===== src/rtl/filter_pkg.sv =====
// Shared definitions for the coefficient loader and digital_filter.
package filter_pkg;

  localparam int DEFAULT_COEFF_WIDTH = 16;
  localparam int DEFAULT_NUM_TAPS    = 32;

  typedef logic signed [DEFAULT_COEFF_WIDTH-1:0] coeff_t;

  typedef enum logic {
    LD_FILL,
    LD_PENDING
  } ld_state_e;

endpackage


===== src/rtl/filter_coeff_loader_if.sv =====
// Valid/ready coefficient stream feeding the loader.
interface filter_coeff_loader_if
  import filter_pkg::*;
#(
  parameter int COEFF_WIDTH = DEFAULT_COEFF_WIDTH
);

  logic                   s_valid;
  logic                   s_ready;
  logic [COEFF_WIDTH-1:0] s_data;
  logic                   s_last;

  modport master (output s_valid, output s_data, output s_last, input  s_ready);
  modport slave  (input  s_valid, input  s_data, input  s_last, output s_ready);

endinterface


===== src/rtl/coeff_shadow_bank.sv =====
// Shadow register file: one indexed write port, full parallel read.
module coeff_shadow_bank
  import filter_pkg::*;
#(
  parameter int COEFF_WIDTH = DEFAULT_COEFF_WIDTH,
  parameter int NUM_TAPS    = DEFAULT_NUM_TAPS,
  localparam int IDX_W      = $clog2(NUM_TAPS)
) (
  input  logic                          clk,
  input  logic                          rst_n,
  input  logic                          we_i,
  input  logic [IDX_W-1:0]              waddr_i,
  input  logic signed [COEFF_WIDTH-1:0] wdata_i,
  output logic signed [COEFF_WIDTH-1:0] rdata_o [NUM_TAPS]
);

  logic signed [COEFF_WIDTH-1:0] mem_q [NUM_TAPS];

  // Indexed write of one tap per accepted beat
  always_ff @(posedge clk or negedge rst_n) begin
    if (!rst_n) begin
      mem_q <= '{default: '0};
    end else if (we_i) begin
      mem_q[waddr_i] <= wdata_i;
    end
  end

  assign rdata_o = mem_q;

endmodule


===== src/rtl/filter_coeff_loader.sv =====
// Coefficient loader: fills a shadow bank from a stream and commits the
// whole set to the active bank atomically when swap_en allows.
module filter_coeff_loader
  import filter_pkg::*;
#(
  parameter int COEFF_WIDTH = DEFAULT_COEFF_WIDTH,
  parameter int NUM_TAPS    = DEFAULT_NUM_TAPS
) (
  input  logic                          clk,
  input  logic                          rst_n,
  filter_coeff_loader_if.slave          s,
  input  logic                          swap_en,
  output logic signed [COEFF_WIDTH-1:0] coeff [NUM_TAPS],
  output logic                          load_done,
  output logic                          load_err,
  output logic                          pending
);

  localparam int IDX_W = $clog2(NUM_TAPS);
  localparam logic [IDX_W-1:0] LAST_IDX = IDX_W'(NUM_TAPS - 1);

  ld_state_e                     state_q;
  logic [IDX_W-1:0]              cnt_q;
  logic signed [COEFF_WIDTH-1:0] coeff_q   [NUM_TAPS];
  logic signed [COEFF_WIDTH-1:0] shadow_rd [NUM_TAPS];
  logic                          done_q;
  logic                          err_q;

  logic accept;
  logic at_last;
  logic shadow_we;

  // Handshake decode; a beat past the last tap (long set) is never written
  always_comb begin
    accept    = s.s_valid && (state_q == LD_FILL);
    at_last   = (cnt_q == LAST_IDX);
    shadow_we = accept && !(at_last && !s.s_last);
  end

  assign s.s_ready = (state_q == LD_FILL);

  coeff_shadow_bank #(
    .COEFF_WIDTH (COEFF_WIDTH),
    .NUM_TAPS    (NUM_TAPS)
  ) u_shadow (
    .clk     (clk),
    .rst_n   (rst_n),
    .we_i    (shadow_we),
    .waddr_i (cnt_q),
    .wdata_i (s.s_data),
    .rdata_o (shadow_rd)
  );

  // Loader FSM, tap counter, active bank and result pulses
  always_ff @(posedge clk or negedge rst_n) begin
    if (!rst_n) begin
      state_q <= LD_FILL;
      cnt_q   <= '0;
      coeff_q <= '{default: '0};
      done_q  <= 1'b0;
      err_q   <= 1'b0;
    end else begin
      done_q <= 1'b0;
      err_q  <= 1'b0;
      case (state_q)
        LD_FILL: begin
          if (accept) begin
            if (s.s_last) begin
              cnt_q <= '0;
              if (at_last) state_q <= LD_PENDING;
              else         err_q   <= 1'b1;
            end else if (at_last) begin
              cnt_q <= '0;
              err_q <= 1'b1;
            end else begin
              cnt_q <= cnt_q + IDX_W'(1);
            end
          end
        end
        LD_PENDING: begin
          if (swap_en) begin
            coeff_q <= shadow_rd;
            state_q <= LD_FILL;
            done_q  <= 1'b1;
          end
        end
        default: state_q <= LD_FILL;
      endcase
    end
  end

  assign coeff     = coeff_q;
  assign load_done = done_q;
  assign load_err  = err_q;
  assign pending   = (state_q == LD_PENDING);

endmodule


===== src/flat_wrapper.sv =====
// flat-port wrapper written by rule: the top's interface ports become plain ports
module filter_coeff_loader_flat import filter_pkg::*;
#(
  parameter int COEFF_WIDTH = DEFAULT_COEFF_WIDTH,
  parameter int NUM_TAPS    = DEFAULT_NUM_TAPS
)
  (clk, rst_n, swap_en, coeff, load_done, load_err, pending, s_s_valid, s_s_data, s_s_last, s_s_ready);
  filter_coeff_loader_if #(.COEFF_WIDTH(COEFF_WIDTH)) s_i ();
  input  logic clk;
  input  logic rst_n;
  input  logic swap_en;
  output logic signed [COEFF_WIDTH-1:0] coeff[NUM_TAPS];
  output logic load_done;
  output logic load_err;
  output logic pending;
  input wire logic [$bits(s_i.s_valid)-1:0] s_s_valid;
  input wire logic [$bits(s_i.s_data)-1:0] s_s_data;
  input wire logic [$bits(s_i.s_last)-1:0] s_s_last;
  output wire logic [$bits(s_i.s_ready)-1:0] s_s_ready;
  assign s_i.s_valid = s_s_valid;
  assign s_i.s_data = s_s_data;
  assign s_i.s_last = s_s_last;
  assign s_s_ready = s_i.s_ready;
  filter_coeff_loader #(.COEFF_WIDTH(COEFF_WIDTH), .NUM_TAPS(NUM_TAPS)) u_core (.clk(clk), .rst_n(rst_n), .s(s_i), .swap_en(swap_en), .coeff(coeff), .load_done(load_done), .load_err(load_err), .pending(pending));
endmodule

===== config.mk =====
export PLATFORM = sky130hd
export DESIGN_NAME = filter_coeff_loader_flat
export DESIGN_NICKNAME = d
export VERILOG_FILES = /design/src/rtl/filter_pkg.sv /design/src/rtl/filter_coeff_loader_if.sv /design/src/rtl/coeff_shadow_bank.sv /design/src/rtl/filter_coeff_loader.sv /design/src/flat_wrapper.sv
export SDC_FILE = /design/constraint.sdc
export NUM_CORES = 2
export LEC_CHECK = 0
export ABC_AREA = 1
export CAP_MARGIN = 40
export CELL_PAD_IN_SITES_DETAIL_PLACEMENT = 1
export CELL_PAD_IN_SITES_GLOBAL_PLACEMENT = 1
export CORE_MARGIN = 2
export CORE_UTILIZATION = 43
export CTS_BUF_LIST = sky130_fd_sc_hd__clkbuf_4
export CTS_CLUSTER_DIAMETER = 40
export DETAILED_ROUTE_END_ITERATION = 6
export PLACE_DENSITY = 0.84
export SYNTH_ARGS = -nofsm -noshare
export SYNTH_HDL_FRONTEND = slang
export SYNTH_HIERARCHICAL = 1
export SYNTH_SLANG_ARGS = --single-unit
export TNS_END_PERCENT = 10

===== constraint.sdc =====
create_clock -name clk -period 3 [get_ports clk]
set_input_delay 0.9 -clock clk [delete_from_list [all_inputs] [get_ports clk]]
set_output_delay 0.9 -clock clk [all_outputs]
set_load 0.02 [all_outputs]

==> flow_metrics.tcl <==
set metrics [dict create \
    grt_max_degree 153 \
    viasPerCell 5.17 \
    critPathTopFamily "buffers and inverters" \
    initial_core_util_pct 43.5 \
    ff_latch_area_um2 25800 \
    dpl-instance-area_um2 46700 \
    tns_ps 0 \
    routed_wl_mm 144 \
    critPathMaxFanout 2 \
    hpwl_mm 91.7 \
    drv_slew 0 \
    fp.dieW_um 306 \
    grt_pass1_vias 37400 \
    port_buffers 536 \
    grt_use_total_pct 31.0 \
    netlist_area_um2 39200 \
    numCtsBuffers 290 \
    multi_input_area_um2 12200 \
    dieArea_um2 93700 \
    seq_area_frac_synth_pct 65.8 \
    syn-num-nets 4499 \
    required_ps 2100 \
    slowest_stage "clkdlybuf4s15_1" \
    arrival_ps 1970 \
    r2r_cells 12 \
    crit_type "reg2out" \
    routedWlPerCell_um 21.9 \
    ys_types 15 \
    routabilityCongestion 0.806 \
    ant_nets 0 \
    h-tree-depth 5 \
    hold_viol 0 \
    grt_pass1_wl_mm 221 \
    path_clk_slew_ps 70 \
    cts_root_buf "clkbuf_4" \
    start_kind "flop" \
    status "complete, no violations" \
    synth_warnings 6 \
    cap_violations 0 \
    pin_count 537 \
    synth-seq-cells 1032 \
    drive_gt1_share_pct 11.3 \
    r2r_setup_slack_ps 280 \
    drt_iter0_markers 2612 \
    netlist.area_leader.share_pct 65.8 \
    drc_errors 0 \
    setup_viol 0 \
    clockBufferDepth 4 \
    overflow 0 \
    r2r-start "u_core/cnt_q[1]" \
    die_h_um 306 \
    tightest_slew_ps 882 \
    worst_ir_drop_vdd_mv 0.320 \
    timing.fmax_mhz 349 \
    p_leak_nw 30.3 \
    hold_class "in2reg" \
    drtPass1Iterations 5 \
    antenna_found_initial 5 \
    timing.final.crit_share_pct 95.6 \
    holdPathEnd "u_core/u_shadow/rdata_o[483]" \
    fin_nets 5244 \
    avgSynthCellArea_um2 8.77 \
    yosys-top-cells-area "dfrtp_1 66%, nand2_1 29%, buf_2 1.4%, buf_4 1.1%, nand3_1 0.99%" \
    cts_tree "built" \
    powerDensity_nw_per_um2 583 \
    fin_area_um2 49400 \
    coreArea_um2 90300 \
    clock-sinks 1032 \
    worstPathCellList "clkdlybuf4s15_1" \
    period_needed_ps 2870 \
    vias 33900 \
    cp_num_buf_inv 1 \
    syn_to_final_growth_pct 25.8 \
    fin_worst_skew_ps 66.4 \
    synth_area_leader_cell "dfrtp_1" \
    max_slew_margin_pct 41.2 \
    fp-row-count 110 \
    netlist_instances 4475 \
    cpPeakStageDelay_ps 520 \
    reg2reg_to "u_core/u_shadow/rdata_o[241]" \
    clkLatencyLatePin_ps 1160 \
    end_kind "primary output" \
    hp-start "s_s_data[3]" \
    hold_path_depth 3 \
    fillerInstances 10800 \
    rsz0062_at_grt "no" \
]
## power by group
| part | internal (W) | switching, W |
|---|---|---|
| logic | 0.000465 | 0.00117 |
| clock network | 0.00625 | 0.00583 |
| registers | 0.0146 | 0.000451 |
| total | 0.0213 | 0.00746 |
## per-stage QoR
| step | hold WS [ps] | cells | total power (W) | setup WS [ps] | utilization (%) |
|---|---|---|---|---|---|
| 4_1_cts | 128 | 6560 | 0.0291 | 4.45 | 54.7 |
| 5_1_grt | 158 | 6563 | 0.0301 | 16.6 | 54.7 |
| 3_3_place_gp | 450 | 6103 | 0.0168 | -25.9 | 51.7 |
| 2_1_floorplan | 442 | 4475 | 0.0158 | 632 | - |
| 3_5_place_dp | 457 | 6103 | 0.0169 | -131 | 51.7 |
| 6_report | 253 | 6564 | 0.0288 | 132 | 54.7 |
## state kept, by name, indices dropped and copies added (netlist names)
name,flops
u_core/u_shadow/rdata_o,512
u_core/load_err,1
u_core/pending,1
u_core/load_done,1
u_core/coeff,512
u_core/cnt_q,5
## layout make-up
type                            instances  area share (%)
Sequential cell                      1032            52.3
Multi-Input combinational cell       3192            24.6
Timing Repair Buffer                  689            13.3
Clock buffer                          413            6.28
Tap cell                             1176            2.98
Clock inverter                         43           0.340
Inverter                               15           0.129
Antenna cell                            4          0.0203
## cells in the final DEF, fill, tap and decap left out
cell             instances
nor2_4                   1
buf_4                   91
inv_1                   13
buf_12                  61
nand2_8                  1
nand3_2                  1
nand2_1               3056
clkdlybuf4s15_2          1
diode_2                  4
dfrtp_2                  2
nor2_2                   6
dfrtp_1               1030
nand3_1                 78
a21oi_1                  3
clkdlybuf4s15_1          1
inv_8                    1
clkinv_2                 5
clkdlybuf4s50_1          3
clkinv_1                33
buf_2                   17
inv_2                    6
dlygate4sd3_1            1
nor2_1                  37
dlygate4sd2_1          513
clkbuf_4               413
buf_8                    1
ha_1                     3
o21ai_0                  6
## cells by family (layout without fill, tap and decap cells)
family	Yosys count	in the layout	synth area share (%)
simple gates	3180	3180	30.7
flops	1032	1032	65.8
buf+inv	251	1160	3.29
compound gates	9	9	0.115
fa+ha+maj	3	3	0.0957
other cells	0	4	0
## worst max-delay path by stage
| stage | from | to | cells past startpoint |
|---|---|---|---|
| 5_1_grt | u_core/coeff[111] | coeff[111] | 1 |
| 2_1_floorplan | s_s_valid | u_core/u_shadow/rdata_o[149] | 8 |
| 6_report | u_core/coeff[111] | coeff[111] | 1 |
| 4_1_cts | u_core/coeff[111] | coeff[111] | 1 |
| 3_5_place_dp | s_s_last | u_core/u_shadow/rdata_o[241] | 10 |
| 3_3_place_gp | s_s_last | u_core/u_shadow/rdata_o[346] | 10 |
## per-layer routing
layer | track usage [%] | share of wire, % | up-vias
met4 | 14.4 | 4.0 | 2
met3 | 6.82 | 6.3 | 316
li1 | - | - | 15100
met1 | 37.7 | 39 | 17200
met2 | 52.7 | 50 | 1270
met5 | 0 | 0.0090 | -
## synth_stat cells, drive strengths merged
master     n
ha         3
clkbuf    70
inv       15
nor2      44
nand2   3057
buf      166
a21oi      3
nand3     79
o21ai      6
dfrtp   1032
## timing repair
action,4_1_cts,5_1_grt
endpoints found under the setup margin,516,0
resized for setup,525,0
hold endpoints to repair,24,0
buffers inserted,0,0
hold buffers,1,0
No activity file was read; power rests on OpenSTA's default activity.
